**src/rtl/icache_pf_engine.sv**
```systemverilog
`default_nettype none
// ============================================================================
// icache_pf_engine : line-by-line icache prefetch sequencer with bounded
//                    outstanding refills and a one-cycle completion pulse
// Revision 1.0
// ============================================================================
module icache_pf_engine #(
  parameter int LINE_BYTES      = 16,
  parameter int MAX_OUTSTANDING = 4
) (
  input  logic        clk_i,
  input  logic        rst_ni,
  input  logic        pf_req_i,
  input  logic [31:0] pf_addr_i,
  input  logic [7:0]  pf_size_i,
  output logic        pf_ack_o,
  output logic        pf_done_o,
  input  logic        abort_i,
  output logic        busy_o,
  output logic        refill_req_o,
  output logic [31:0] refill_addr_o,
  input  logic        refill_gnt_i,
  input  logic        refill_r_valid_i
);

  localparam int              OS_W      = $clog2(MAX_OUTSTANDING + 1);
  localparam logic [31:0]     LINE_INC  = 32'(LINE_BYTES);
  localparam logic [31:0]     LINE_MASK = ~(LINE_INC - 32'd1);
  localparam logic [OS_W-1:0] OS_MAX    = OS_W'(MAX_OUTSTANDING);

  typedef enum logic [1:0] {
    IDLE  = 2'd0,
    ISSUE = 2'd1,
    DRAIN = 2'd2,
    DONE  = 2'd3
  } state_e;

  state_e          state_q, state_d;
  logic [31:0]     cur_addr_q, cur_addr_d;
  logic [7:0]      remaining_q, remaining_d;
  logic [OS_W-1:0] outstanding_q, outstanding_d;
  logic            issue_fire;
  logic            resp_take;

  assign pf_ack_o      = (state_q == IDLE) & pf_req_i;
  assign refill_req_o  = (state_q == ISSUE) & (outstanding_q < OS_MAX) & ~abort_i;
  assign refill_addr_o = cur_addr_q;
  assign pf_done_o     = (state_q == DONE);
  assign busy_o        = (state_q != IDLE);

  assign issue_fire = refill_req_o & refill_gnt_i;
  // A response with nothing in flight is stale (e.g. from before a reset).
  assign resp_take  = refill_r_valid_i & (outstanding_q != '0);

  always_comb begin
    state_d       = state_q;
    cur_addr_d    = cur_addr_q;
    remaining_d   = remaining_q;
    outstanding_d = outstanding_q;

    case (state_q)
      IDLE: begin
        if (pf_req_i) begin
          cur_addr_d  = pf_addr_i & LINE_MASK;
          remaining_d = pf_size_i;
          state_d     = (pf_size_i == 8'd0) ? DONE : ISSUE;
        end
      end
      ISSUE: begin
        if (issue_fire) begin
          cur_addr_d  = cur_addr_q + LINE_INC;
          remaining_d = remaining_q - 8'd1;
        end
        if ((issue_fire && (remaining_q == 8'd1)) || abort_i) begin
          state_d = DRAIN;
        end
      end
      DRAIN: begin
        if (outstanding_q == '0) begin
          state_d = DONE;
        end
      end
      DONE: begin
        state_d = IDLE;
      end
      default: begin
        state_d = IDLE;
      end
    endcase

    case ({issue_fire, resp_take})
      2'b10:   outstanding_d = outstanding_q + 1'b1;
      2'b01:   outstanding_d = outstanding_q - 1'b1;
      default: outstanding_d = outstanding_q;
    endcase
  end

  always_ff @(posedge clk_i or negedge rst_ni) begin
    if (!rst_ni) begin
      state_q       <= IDLE;
      cur_addr_q    <= 32'd0;
      remaining_q   <= 8'd0;
      outstanding_q <= '0;
    end else begin
      state_q       <= state_d;
      cur_addr_q    <= cur_addr_d;
      remaining_q   <= remaining_d;
      outstanding_q <= outstanding_d;
    end
  end

endmodule
`default_nettype wire

```
**config.mk**
```make
export PLATFORM = sky130hd
export DESIGN_NAME = icache_pf_engine
export DESIGN_NICKNAME = d
export VERILOG_FILES = /design/src/rtl/icache_pf_engine.sv
export SDC_FILE = /design/constraint.sdc
export NUM_CORES = 1
export LEC_CHECK = 0
export CORE_MARGIN = 4
export CORE_UTILIZATION = 48
export CTS_CLUSTER_SIZE = 8
export DETAILED_ROUTE_END_ITERATION = 12
export MAX_ROUTING_LAYER = met4
export PLACE_DENSITY = 0.8
export SYNTH_ARGS = -nofsm -noshare
export SYNTH_HDL_FRONTEND = slang
export SYNTH_SLANG_ARGS = --single-unit
```
**constraint.sdc**
```tcl
create_clock -name clk_i -period 2.95 [get_ports clk_i]
set_input_delay 0.59 -clock clk_i [delete_from_list [all_inputs] [get_ports clk_i]]
set_output_delay 0.59 -clock clk_i [all_outputs]
set_load 0.05 [all_outputs]
```
======== After elaboration in Yosys (flattened, before gate mapping) ========
Index checks and enable logic that the tools add are counted.
word-level totals
  ROM bits ................................ 0
  memories ................................ 0
  register bits after elaboration ......... 45
  latch bits .............................. 0
  output and inout port bits .............. 36
  memory bits (writable) .................. 0
operators by class
  order comparisons ....................... 1
  eq/ne operators ......................... 10
  reduce and logical (&&, ||, !) cells .... 11
  shifts and indexed selects .............. 0
  muxes and demuxes ....................... 12
  div/mod/pow operators ................... 0
  bitwise gates (word level) .............. 6
  multiply operators ...................... 0
  $add $sub $neg .......................... 4
operator list
  operator                 count
  $mux W32                 2
  $pmux W32 S2             1
  $add A32 B5 Y32 const B  1
  $mux W8                  2
  $pmux W8 S2              1
  $eq A8 B1 Y1 const B     1
  $logic_not A8 Y1         1
  $mux W2                  4
  $pmux W2 S4              1
  $sub A8 B1 Y8 const B    1
  $eq A2 B2 Y1 const B     3
  $ne A2 B2 Y1 const B     3
  $pmux W3 S2              1
  $reduce_and A3 Y1        2
  $reduce_bool A2 Y1       3
  $and A1 B1 Y1            5
  $eq A2 B1 Y1 const B     2
  $add A3 B1 Y3 const B    1
  $logic_not A3 Y1         1
  $lt A3 B3 Y1 const B     1
  $reduce_bool A3 Y1       1
  $sub A3 B1 Y3 const B    1
  $logic_not A2 Y1         1
  $ne A2 B1 Y1 const B     1
  3 further kinds          3

======== Depth between registers and ports, before layout ========
Gate-level depths: netlist of run 1.
  depth after elaboration ................. 8
  depth in mapped cells ................... 12
  gate-level depth less buffers ........... 9

======== Least setup slack after synthesis of run 1 ========
Ideal clock, no wire load.
  path type ............................... reg2reg
  start point ............................. reg state_q[1]
  end point ............................... reg outstanding_q[2]
  required time ........................... 2.823 ns
  period minus slack after synthesis ...... 2.438 ns
  cell stages (with the launch flop) ...... 13
  buffers on the path ..................... 3
  arrival time ............................ 2.310 ns
  slack ................................... 0.512 ns
  cells stage by stage .................... dfrtp_1 -> inv_1 -> ha_1 -> clkbuf_1 -> buf_2 -> buf_1 -> nand2_1 -> ha_1 -> inv_1 -> fa_1 -> xor2_1 -> nor2_1 -> xor2_1
on the way
  longest elaborated chain between the ends .. 6
  elaborated cells on any way between the ends .. 8
RTL lines
  element                                                   RTL line  text
  start: declaration                                        38        state_e state_q, state_d;
  start signal: assignment                                  105       state_q <= state_d;
  $eq A2 B1 Y1 (*)                                          46        assign refill_req_o = (state_q == ISSUE) & (outstanding_q < OS_MAX) & ~abort_i;
  $and A1 B1 Y1 (*) (2 in series)                           46
  $and A1 B1 Y1 (*)                                         51        assign issue_fire = refill_req_o & refill_gnt_i;
  $eq A2 B1 Y1 / $eq A2 B2 Y1 (equally long branches)       91        case ({issue_fire, resp_take})
  $pmux W3 S2 / $reduce_bool A2 Y1 (equally long branches)  n/a
  end signal: assignment                                    108       outstanding_q <= outstanding_d;
  end: declaration                                          41        logic [OS_W-1:0] outstanding_q, outstanding_d;
Every way passes the cells marked *; elsewhere a longest branch is shown, timed or not.
A chain may end at the register's enable or synchronous reset.

======== Worst setup path after layout of run 1 ========
  start point ............................. reg state_q[0]
  end point ............................... out busy_o
on the way
  longest elaborated chain between the ends .. 1
RTL lines
  element             RTL line  text
  $reduce_bool A2 Y1  49        assign busy_o = (state_q != IDLE);
  end: declaration    19        output logic busy_o,
Every way passes these cells.

==> impl_metrics.json, run 1 <==
{
  "fillers": 530,
  "grt_pass1_wl_mm": 13.2,
  "startpoint_type": "flip-flop",
  "crit_required_ns": 2.36,
  "multiInputGateArea_sq_um": 1690,
  "drt-initial-drc-count": 347,
  "timing.rr.start": "state_q[1]",
  "overflow": 0,
  "fmax_mhz": 397,
  "area_growth_pct": 29.2,
  "maxSlewViolCount": 0,
  "grt_pass1_vias": 2770,
  "diodes": 0,
  "drt-pass1-iter-count": 5,
  "crit_path_max_fanout": 5,
  "final_cell_mix": "clkdlybuf4s50_1 (70), dfrtp_1 (41), nand2_1 (31)",
  "htreeDepth": 2,
  "cts_tree": "done",
  "critPathCaptureType": "output port",
  "power.density_nw_per_um2": 1280,
  "drc": 0,
  "drive_gt1_share_pct": 5.08,
  "ys_async_sr_fraction_pct": 100,
  "die-area_sq_um": 7330,
  "timing.hold.ws_ns": 0.428,
  "synth_edf_count": 0,
  "start_util_pct": 49.1,
  "syn_area_per_cell_sq_um": 8.24,
  "critPathKind": "reg2out",
  "vias_per_cell": 6.26,
  "ctsResizeCount": 0,
  "root_buffer": "clkbuf_8",
  "row_count": 28,
  "rrSetupSlack_ns": 0.64,
  "post-dp-hpwl_mm": 5.89,
  "rsz0062_at_grt": "no",
  "finalSetupViolations": 0,
  "core_region_area_sq_um": 5890,
  "power_uw": 4770,
  "antenna_found_initial": 0,
  "synthCells": 351,
  "p_leak_uw": 0.00141,
  "hold_viol": 0,
  "syn_area_sq_um": 2890,
  "cts_sinks": 41,
  "slew_headroom_pct": 36.0,
  "fin_crit_sh_pct": 85.5,
  "final_antenna_net_count": 0,
  "die_y_um": 85.6,
  "seq_area_sq_um": 1030,
  "ys_warn_count": 0,
  "fin_crit_ns": 2.52,
  "r2r_end": "refill_addr_o[26]",
  "status": "complete, no violations",
  "vias": 3055,
  "fin_worst_skew_ns": 0.00880,
  "numCtsBuffers": 5,
  "synth_ff_type": "dfrtp_1",
  "grt_max_degree": 42,
  "gp_congestion": 0.873,
  "final_common_cell": "clkdlybuf4s50_1",
  "hold_buffers": 0,
  "wl_per_cell_um": 16.8,
  "max_cap_violations": 0,
  "worst_slew_pin_slew_ns": 0.960,
  "ir_drop_mv": 0.572,
  "cts_max_path_buffers": 2,
  "ys_ff_latch": 41,
  "die_w_um": 85.6,
  "ioPinCount": 82,
  "port_buffers": 73,
  "grt_usage_pct": 22.4,
  "rr_worst_depth": 7,
  "clk_latency_ns": 0.31,
  "tns_ns": 0,
  "hold_path_class": "in2async",
  "synth.distinct_cells": 55,
  "cts.reportedPaths.clkPinSlew_ns": 0.08,
  "drt-total-wl_mm": 8.18,
  "crit_arrival_ns": 1.93,
  "cts_setup_buffers": 0,
  "yosysSeqAreaShare_pct": 35.5,
  "final_nets": 469
}
## area by class of cell
class,instances,area share (%)
Clock buffer,7,2.31
Inverter,13,1.31
Multi-Input combinational cell,271,45.2
Sequential cell,41,27.4
Tap cell,75,2.51
Timing Repair Buffer,81,21.2
## through the flow
stage / setup WS (ns) / instance area (sq um) / std cells / utilization, %
finish: 0.428 / 3740 / 488 / 63.5
global route: 0.339 / 3740 / 488 / 63.5
CTS: 0.414 / 3740 / 488 / 63.5
detailed placement: 0.287 / 3650 / 481 / 62.1
global placement: 0.351 / 3650 / 481 / 62.1
floorplan: 0.512 / 2900 / 354 / -
## power breakdown
part	internal (uW)	total [uW]	switching [uW]
Sequential	867	1360	490
Clock	186	387	201
Combinational	1120	3030	1910
## registers in the layout, indices dropped and copies added, names as in the netlist
name / count
refill_addr_o: 28
remaining_q: 8
outstanding_q: 3
state_q: 2
## kinds of logic after synthesis
logic type | share of synthesized area, %
AND/OR/NAND/NOR | 29.5
AO/OA/AOI/OAI | 20.8
buffers and inverters | 6.49
flip-flops | 35.5
adder cells (fa/ha/maj) | 4.58
multiplexers | 2.08
XOR/XNOR | 0.908
other | 0.130
## worst max path at each step
| stage | slack (ns) | cells past startpoint | from | to |
|---|---|---|---|---|
| final | 0.43 | 4 | state_q[0] | busy_o |
| after global routing | 0.34 | 6 | state_q[1] | refill_req_o |
| after CTS | 0.41 | 4 | state_q[0] | busy_o |
| after detailed placement | 0.29 | 6 | refill_gnt_i | refill_addr_o[24] |
| after global placement | 0.35 | 6 | refill_gnt_i | refill_addr_o[26] |
| after floorplan | 0.51 | 12 | state_q[1] | outstanding_q[2] |
## synthesized netlist by cell type (all sizes together) (2+ instances only)
| cell type | instances | share of area (%) |
|---|---|---|
| or4 | 4 | 1.0 |
| and4 | 8 | 2.4 |
| a311oi | 2 | 0.61 |
| o31a | 2 | 0.61 |
| a2bb2oi | 2 | 0.61 |
| a22oi | 5 | 1.3 |
| nor3 | 19 | 3.3 |
| nor3b | 7 | 1.8 |
| mux2i | 6 | 2.1 |
| and2 | 2 | 0.43 |
| xor2 | 2 | 0.61 |
| inv | 12 | 1.6 |
| or3b | 2 | 0.61 |
| a211oi | 6 | 1.6 |
| a2111oi | 3 | 0.91 |
| and3 | 3 | 0.65 |
| buf | 18 | 3.4 |
| nand2b | 7 | 1.5 |
| clkbuf | 11 | 1.4 |
| ha | 9 | 3.9 |
| nand4 | 18 | 3.9 |
| a31oi | 2 | 0.43 |
| dfrtp | 41 | 35 |
| a21oi | 20 | 3.6 |
| o22ai | 16 | 3.5 |
| nor4 | 16 | 3.7 |
| nand3 | 15 | 2.6 |
| nor2 | 17 | 2.2 |
| a21o | 3 | 0.78 |
| nand2 | 31 | 4.0 |
| o21ai | 23 | 4.0 |
## critical path: stages, from the launching register on
cell and delay [ns]:
dfrtp_1 0.40, inv_1 0.09, ha_1 0.27, inv_1 0.07, clkdlybuf4s50_1 0.80
## layer usage
layer / track usage, % / vias up / wire [um]
met3: 3.75 / 13 / 648
li1: - / 1454 / -
met2: 37.2 / 150 / 3930
met4: 5.47 / 0 / 98
met1: 28.6 / 1438 / 3500
met5: - / - / 0
(Power assumes the default switching activity.)
==> inputs of run 2 (changes only) <==
--- a/config.mk
+++ b/config.mk
@@ -5,12 +5,13 @@
 export SDC_FILE = /design/constraint.sdc
 export NUM_CORES = 1
 export LEC_CHECK = 0
+export ABC_AREA = 1
 export CORE_MARGIN = 4
-export CORE_UTILIZATION = 48
+export CORE_UTILIZATION = 50
 export CTS_CLUSTER_SIZE = 8
 export DETAILED_ROUTE_END_ITERATION = 12
 export MAX_ROUTING_LAYER = met4
-export PLACE_DENSITY = 0.8
+export PLACE_DENSITY = 0.82
 export SYNTH_ARGS = -nofsm -noshare
 export SYNTH_HDL_FRONTEND = slang
 export SYNTH_SLANG_ARGS = --single-unit
==> run 2 against run 1 <==
Cell count is 28% higher. Power increased by 1.2%. Combinational power grew 6%. Die area increased by 5.0%. Register-to-register slack better by 0.16 ns. Routed wire length hardly changed. Synthesized cell count up 38%. Clock power about the same. Largest cell class unchanged.
==> impl_metrics.json, run 2 <==
{
  "numCtsBuffers": 5,
  "synth.area.top_cells": "dfrtp_1 (32%), nand2_1 (16%), nor2_1 (10%)",
  "root_buffer": "clkbuf_8",
  "port_buffers": 73,
  "row_count": 28,
  "synthTopCellsByCount": "nand2_1 (139), nor2_1 (88), inv_1 (45)",
  "final_antenna_net_count": 0,
  "syn_area_per_cell_sq_um": 6.58,
  "grt_pass1_wl_mm": 14.0,
  "crit_path_max_fanout": 2,
  "ioPinCount": 82,
  "start_util_pct": 52.5,
  "diodes": 0,
  "fillers": 559,
  "synthCells": 483,
  "final_nets": 606,
  "final_common_cell": "nand2_1",
  "yosysTopAreaCell": "dfrtp_1",
  "antenna_found_initial": 0,
  "final_cell_mix": "nand2_1 (139), nor2_1 (88), clkdlybuf4s50_1 (71)",
  "drt-initial-drc-count": 144,
  "wl_met3_um": 413,
  "drive_gt1_share_pct": 7.62,
  "maxSlewViolCount": 0,
  "ir_drop_mv": 0.749,
  "final_util_pct": 66.0,
  "drt-total-wl_mm": 8.18,
  "pre_cts_slack_ns": 0.375,
  "post-dp-hpwl_mm": 6.09,
  "top_layer": "met4",
  "grt_pass1_vias": 3150,
  "synth.distinct_cells": 39,
  "setup_slack_ns": 0.382,
  "synth_edf_count": 0,
  "synth_most_common_cell": "nand2_1",
  "power_uw": 4830,
  "met2_length_mm": 3.94,
  "worst_slew_pin_slew_ns": 0.969,
  "critPathCaptureType": "output port",
  "die_y_um": 87.8,
  "startpoint_type": "input port",
  "largest_register_ffs": 28,
  "yosysSeqAreaShare_pct": 32.3,
  "finalSetupViolations": 0,
  "hold_buffers": 0,
  "wl_per_cell_um": 13.1,
  "tns_ns": 0,
  "cts_tree": "done",
  "slew_headroom_pct": 35.4,
  "cts.reportedPaths.clkPinSlew_ns": 0.08,
  "gp_congestion": 0.885,
  "rsz0062_at_grt": "no",
  "status": "complete, no violations",
  "crit_required_ns": 2.36,
  "fin_cells": 626,
  "hold_viol": 0,
  "cts_max_path_buffers": 2,
  "grt_usage_pct": 23.5,
  "power.density_nw_per_um2": 1210,
  "ys_ff_latch": 41,
  "area_growth_pct": 25.7,
  "vias_per_cell": 5.21,
  "synth_ff_type": "dfrtp_1",
  "ys_warn_count": 0,
  "fin_worst_skew_ns": 0.00763,
  "fmax_mhz": 389,
  "syn_area_sq_um": 3180,
  "die_w_um": 87.8,
  "dpl.cell_count": 618,
  "cts_setup_buffers": 0,
  "clk_latency_ns": 0.31,
  "fin_crit_ns": 2.57,
  "htreeDepth": 2,
  "yosysTopAreaCellShare_pct": 32.3,
  "drc": 0,
  "critPathKind": "in2out",
  "hold_path_class": "in2async",
  "rr_worst_depth": 9,
  "grt_max_degree": 43,
  "ctsResizeCount": 0,
  "cts_sinks": 41,
  "fin_crit_sh_pct": 87.0,
  "core_region_area_sq_um": 6060,
  "p_leak_uw": 0.00181,
  "drt-met1-wl_mm": 3.70,
  "die-area_sq_um": 7700,
  "vias": 3262,
  "ys_async_sr_fraction_pct": 100,
  "drt-pass1-iter-count": 4,
  "crit_arrival_ns": 1.98,
  "max_cap_violations": 0,
  "overflow": 0
}
==> run 2: cell count changes after synthesis, moves of 8 or more <==
cell | before | now
o21ai_0 | 23 | 31
a21oi_1 | 19 | 11
o22ai_1 | 16 | 2
and4_1 | 8 | 0
nor4_1 | 15 | 1
nand4_1 | 18 | 4
nand2_2 | 0 | 8
nand2_1 | 31 | 139
nor3_1 | 19 | 0
nand3_1 | 15 | 37
inv_1 | 12 | 45
nor2_1 | 17 | 88
==> run 2: path summary, 6_finish.rpt <==
kind | start | endpoint | slack (ns)
min reg2reg | remaining_q[6] | remaining_q[6] | 0.50
min in group clk_i | remaining_q[6] | remaining_q[6] | 0.50
max in group asynchronous | rst_ni | refill_addr_o[24] | 1.91
min | rst_ni | outstanding_q[0] | 0.43
max | pf_req_i | pf_ack_o | 0.38
max reg2reg | state_q[1] | remaining_q[5] | 0.80
==> run 2: cell type report <==
cell class	count	area (sq um)	area share, %
timing repair buffer	76	746	18.6
clock buffer	5	68.8	1.72
inverter	47	179	4.47
sequential	41	1030	25.7
clock inverter	3	17.5	0.438
tap	75	93.8	2.35
multi-input combinational	379	1870	46.7
==> run 2: cell families after synthesis <==
logic type               count (synthesis)  synth area share (%)
AO/OA/AOI/OAI                           61                  10.8
XOR/XNOR                                 9                  2.48
flip-flops                              41                  32.3
buffers and inverters                   66                  9.44
other                                    1                 0.118
AND/OR/NAND/NOR                        295                  40.8
adder cells (fa/ha/maj)                 10                  4.17
==> run 2: per-layer routing <==
layer	track usage, %	up-vias
met4	7.67	0
met3	4.33	13
li1	-	1655
met5	-	-
met2	38.3	87
met1	29.3	1507
==> run 2: critical path, stage by stage <==
cell and delay [ns]:
clkdlybuf4s50_1 0.47, nand2_1 0.06, inv_1 0.06, clkdlybuf4s50_1 0.79
==> run 2: metrics by stage <==
stage / cell area (sq um) / hold WS, ns
after CTS: 4000 / 0.475
after global placement: 3910 / 0.464
after floorplan: 3190 / 0.294
after detailed placement: 3910 / 0.479
final: 4000 / 0.429
after global routing: 4000 / 0.511
==> run 2: where the power goes <==
| part | switching [uW] | total [uW] | internal (uW) |
|---|---|---|---|
| Combinational | 2150 | 3200 | 1060 |
| Sequential | 380 | 1240 | 863 |
| Clock | 221 | 385 | 164 |
==> inputs of run 3 (changes only) <==
--- a/config.mk
+++ b/config.mk
@@ -12,6 +12,7 @@
 export DETAILED_ROUTE_END_ITERATION = 12
 export MAX_ROUTING_LAYER = met4
 export PLACE_DENSITY = 0.82
+export SKIP_CTS_REPAIR_TIMING = 1
 export SYNTH_ARGS = -nofsm -noshare
 export SYNTH_HDL_FRONTEND = slang
 export SYNTH_SLANG_ARGS = --single-unit
==> results of run 3 <==
No change in the layout: final DEF, timing and power equal those of run 2.
